### config.mk
export PLATFORM = sky130hd
export DESIGN_NAME = fifo_addr_generator
export DESIGN_NICKNAME = d
export VERILOG_FILES = /design/src/rtl/fifo_addr_generator.sv
export SDC_FILE = /design/constraint.sdc
export NUM_CORES = 1
export LEC_CHECK = 0
export CORE_AREA = 2 2 39 41
export DETAILED_ROUTE_END_ITERATION = 16
export DIE_AREA = 0 0 41 43
export PLACE_DENSITY_LB_ADDON = 0.15
export SYNTH_ARGS = -nofsm -noshare
export SYNTH_HDL_FRONTEND = slang
export SYNTH_SLANG_ARGS = --single-unit
export TNS_END_PERCENT = 5
### constraint.sdc
create_clock -name clk -period 1.34 [get_ports clk]
set_input_delay 0.402 -clock clk [delete_from_list [all_inputs] [get_ports clk]]
set_output_delay 0.402 -clock clk [all_outputs]
set_load 0.02 [all_outputs]
### src/rtl/fifo_addr_generator.sv
// fifo_addr_generator
//   Circular address / extended pointer generator for a power-of-two FIFO.
//   One instance drives the write side and one drives the read side.
//   The address advances on every cycle with inc high and wraps modulo
//   2**ADDR_WIDTH. A lap bit toggles on each wrap, so ptr = {lap, addr}
//   lets the FIFO derive status directly:
//     - empty when the read and write pointers are equal;
//     - full when the pointers differ only in the MSB.
//   Optional macro FIFO_ADDR_GRAY_EN: when defined, ptr_gray is a registered
//   Gray-coded copy of ptr for clock-domain crossing. When undefined, ptr_gray
//   is tied to 0 and no Gray registers exist.
//   Reset is synchronous and active-high. Registers also carry a power-up
//   value of 0, so formal runs without reset start from a defined state.
module fifo_addr_generator #(
  parameter int ADDR_WIDTH = 4            // legal range 1..16
) (
  input  logic                  clk,
  input  logic                  rst,
  input  logic                  inc,
  output logic [ADDR_WIDTH-1:0] addr,
  output logic [ADDR_WIDTH-1:0] addr_next,
  output logic                  wrap,
  output logic                  lap,
  output logic [ADDR_WIDTH:0]   ptr,
  output logic [ADDR_WIDTH:0]   ptr_gray
);

  localparam logic [ADDR_WIDTH-1:0] ADDR_MAX = '1;

  logic [ADDR_WIDTH-1:0] addr_q = '0;
  logic                  lap_q  = 1'b0;
  logic                  lap_next;
  logic [ADDR_WIDTH:0]   ptr_next;

  // Lookahead: the pointer value this edge will load when not in reset.
  // NOTE: every always_comb output is fully assigned on every pass, so no latch is inferred.
  always_comb begin
    addr_next = addr_q + ADDR_WIDTH'(inc);
    wrap      = inc && (addr_q == ADDR_MAX);
    lap_next  = lap_q ^ wrap;
    ptr_next  = {lap_next, addr_next};
  end

  // Pointer state: clear on reset, otherwise load the lookahead value
  // (which equals the current value when inc is low).
  // NOTE: sequential state uses non-blocking assignments so all registers
  // update together from pre-edge values.
  always_ff @(posedge clk) begin
    if (rst) begin
      addr_q <= '0;
      lap_q  <= 1'b0;
    end else begin
      addr_q <= addr_next;
      lap_q  <= lap_next;
    end
  end

  assign addr = addr_q;
  assign lap  = lap_q;
  assign ptr  = {lap_q, addr_q};

`ifdef FIFO_ADDR_GRAY_EN
  logic [ADDR_WIDTH:0] gray_q = '0;

  // Gray register loaded from the next pointer, so it stays cycle-aligned
  // with ptr and only one bit changes per increment.
  always_ff @(posedge clk) begin
    if (rst) begin
      gray_q <= '0;
    end else begin
      gray_q <= ptr_next ^ (ptr_next >> 1);
    end
  end

  assign ptr_gray = gray_q;
`else
  assign ptr_gray = '0;
`endif

endmodule

# [Yosys cells after proc, flatten, opt, wreduce, memory -nomap -nowiden]
# Index checks and enable logic that the tools add are counted.
# Widths: inputs -> output; s select.
[op_classes] n_addsub=1 n_eq_ne=1 n_bitwise=1 reduce_logical=1
[ops] operator="$add 4x1->4" count=1
[ops] operator="$eq 4x4->1 const B" count=1
[ops] operator="$logic_and 1x1->1" count=1
[ops] operator="$xor 1x1->1" count=1
[word_totals] register_bits=5 input_bits=3 out_inout_bits=20

# [Depth between registers and ports, before layout]
[logic_depth] depth_word=3 ltp_mapped=4 depth_no_buf=4

# [Worst setup path before layout]
# OpenSTA, ideal clock, no wires.
[synth_path] kind="reg-to-output" startpoint="reg addr_q[0] (netlist: addr[0])" endpoint="out addr_next[2]" t_arrival_ps=1247 required_time_ps=938 slack_ps=-309 stages_incl_launch_ff=4 n_path_buf=0 path_cell_list="dfxtp_1 -> ha_1 -> ha_1 -> xor2_1"
[synth_via] elab_chain_cells=1
[synth_lines] element="start: declaration" line="30" text="logic [ADDR_WIDTH-1:0] addr_q = '0;"
[synth_lines] element="start signal: assignment" line="53" text="addr_q <= addr_next;"
[synth_lines] element="$add 4x1->4" line="38" text="addr_next = addr_q + ADDR_WIDTH'(inc);"
[synth_lines] element="end: declaration" line="21" text="output logic [ADDR_WIDTH-1:0] addr_next,"
# Every way passes these cells.

# [Worst setup path in the final report]
# Ends and elaborated chain as after synthesis.

==> impl_metrics.json <==
{
  "cts.htree.levels": 1,
  "ys_warn_count": 0,
  "worst_slack_ps": -268,
  "status": "finished with violations",
  "min_period_ps": 1610,
  "ant_nets": 0,
  "final_nets": 61,
  "synthSimpleGateAreaFrac_pct": 22.3,
  "synth-seq-cells": 5,
  "ios": 23,
  "cts.clk_slew.worst_paths_ps": 40,
  "critPathBufInv": 1,
  "final-hold-violation-count": 0,
  "die_y_um": 43,
  "die_w_um": 41,
  "cts_sinks": 5,
  "syn_area_per_cell_um2": 10.1,
  "required_ps": 940,
  "grt_max_degree": 5,
  "crit_type": "flip-flop to output pin",
  "clock_power_share_pct": 37.7,
  "io_buffer_count": 17,
  "antennaDiodeCount": 0,
  "slowest_stage": "dfxtp_4",
  "wl_per_cell_um": 9.61,
  "grt_pass1_vias": 252,
  "initial_utilization_pct": 22.7,
  "synth_common_cells": "10 x buf_4, 5 x dfxtp_1, 5 x nor2b_1",
  "clock_path_buffers": 2,
  "cp_top_family": "flip-flops",
  "globalplace.congestion": 0.655,
  "synth_cells": 31,
  "critPathArrivalTime_ps": 1210,
  "drt_iter0_drc": 1,
  "drc": 0,
  "clk_latency_ps": 240,
  "via_count": 261,
  "pwr-share-comb_pct": 27.8,
  "maxCapViolCount": 0,
  "synth_top_area_share_pct": 31.9,
  "synth_top_family_by_area": "buffers and inverters",
  "antenna_found_initial": 0,
  "finalSetupViolCount": 5,
  "critPathLaunchType": "flip-flop",
  "cp_cell_sequence": "ha_4, ha_4, xor2_4, buf_6",
  "max_freq_ghz": 0.622,
  "cts_tree": "done",
  "synthArstFlopShare_pct": 0,
  "grt_pass1_wl_mm": 1.13,
  "yosys.cell_count.top_type": "buf_4",
  "post_cts_buffers": 0,
  "fin_crit_sh_pct": 120,
  "synth_area_um2": 314,
  "peakVddDrop_v": 0.000414,
  "placementRows": 14,
  "cp_max_fo": 2,
  "worstHoldPathType": "input pin to flip-flop",
  "slowest_delay_ps": 350,
  "internal_power_uw": 332,
  "viasPerCell": 3.68,
  "drt_first_pass_iters": 2,
  "power_switching_uw": 147,
  "violations": "setup timing",
  "root_buffer": "clkbuf_4",
  "holdBufCountCts": 0,
  "synth_compound_area_share_pct": 0,
  "finalClockSkew_ps": 0.0689,
  "ys_types": 12,
  "hold_ws_ps": 548,
  "nFillCells": 146,
  "drv_slew": 0,
  "ys_seq_area_share_pct": 31.9,
  "power.share.switching_pct": 30.7,
  "yosysTopAreaCell": "dfxtp_1",
  "design.core.area_um2": 1380,
  "yosys-top-cells-area": "dfxtp_1 32%, buf_4 24%, nor2b_1 10%",
  "drive_gt1_share_pct": 70.9,
  "synthMuxAreaShare_pct": 4.78,
  "post_synth_fa_ha_maj_area_fraction_pct": 7.97,
  "p_per_area_nw_per_um2": 847,
  "synthXorXnorAreaFrac_pct": 7.97,
  "ys.flop_type": "dfxtp_1",
  "track_usage_pct": 10.6,
  "synth-edff-count": 0,
  "crit_path_frequent_cell": "ha_4",
  "power.leakage_nw": 0.274,
  "p_seq_share_pct": 34.4,
  "wirelength_um": 682,
  "rsz0062_at_grt": "true",
  "dieArea_um2": 1760,
  "grt-ovfl-total": 0,
  "dp_hpwl_um": 574,
  "syn2layout_area_growth_pct": 80.1,
  "numCtsBuffers": 3,
  "cp-end-kind": "output pin",
  "tns_ps": -805
}
## state kept, by name, indices dropped and copies added (netlist names)
signal and flops:
addr 4, lap 1
## metal layers
| layer | track usage, % | wire length (um) |
|---|---|---|
| met5 | 0 | 0 |
| met4 | 6.00 | 0 |
| met3 | 8.38 | 95 |
| met2 | 14.4 | 357 |
| met1 | 11.0 | 229 |
## worst min-delay path: stages
cell     delay, ps
buf_2          110
ha_4           130
nor2b_1        110
## final cells by class
type	instances	area, um^2	area share (%)
Multi-Input combinational cell	20	209	36.9
Timing Repair Buffer	26	201	35.6
Sequential cell	5	109	19.2
Clock buffer	4	26.3	4.65
Tap cell	16	20.0	3.54
## placed cells by master, fill, tap and decap left out, drive strengths merged
| cell | synthesis | routed |
|---|---|---|
| buf | 10 | 23 |
| clkbuf | 0 | 6 |
| nor2b | 5 | 5 |
| conb | 1 | 5 |
| dfxtp | 5 | 5 |
| nand3 | 2 | 2 |
| ha | 2 | 2 |
| nor2 | 2 | 2 |
| nand2 | 1 | 1 |
| xnor2 | 1 | 1 |
| xor2 | 1 | 1 |
| mux2 | 1 | 1 |
| clkdlybuf4s50 | 0 | 1 |
## cells by family after synthesis
kind of cell,count (synthesis)
adder cells (fa/ha/maj),2
other,1
flip-flops,5
AND/OR/NAND/NOR,10
XOR/XNOR,2
multiplexers,1
buffers and inverters,10
## repair_timing
| action | in CTS | in global routing |
|---|---|---|
| endpoints found under the setup margin | 18 | 7 |
| cloned | 0 | 0 |
| gates resized for setup | 69 | 4 |
| pin swaps | 1 | 0 |
## stage by stage
stage,power (mW),setup slack (ps),utilization [%],cells,instance area (um^2)
2_1_floorplan,0.265,19.1,-,35,390
3_3_place_gp,0.308,-1060,42.3,67,586
3_5_place_dp,0.312,-1100,42.3,67,586
4_1_cts,0.494,-285,41.4,71,573
5_1_grt,0.511,-312,40.9,71,566
6_report,0.479,-268,40.9,71,566
## power groups by stage
| stage | Sequential, mW | Clock (mW) | Combinational, mW |
|---|---|---|---|
| after floorplan | 0.178 | 0 | 0.0869 |
| after global placement | 0.168 | 0 | 0.140 |
| after detailed placement | 0.168 | 0 | 0.144 |
| after CTS | 0.165 | 0.193 | 0.136 |
| after global routing | 0.166 | 0.201 | 0.144 |
| final | 0.165 | 0.181 | 0.133 |
## final timing paths
check | depth (start not counted) | startpoint | slack (ps) | endpoint
setup / recovery | 4 | addr[0]$_SDFF_PP0_ | -270 | addr_next[2]
hold / removal | 3 | inc | 550 | addr[0]$_SDFF_PP0_
setup reg to reg | 5 | addr[0]$_SDFF_PP0_ | 200 | lap$_SDFF_PP0_
hold reg to reg | 2 | addr[0]$_SDFF_PP0_ | 630 | addr[0]$_SDFF_PP0_
No activity file was read; power rests on OpenSTA's default activity.
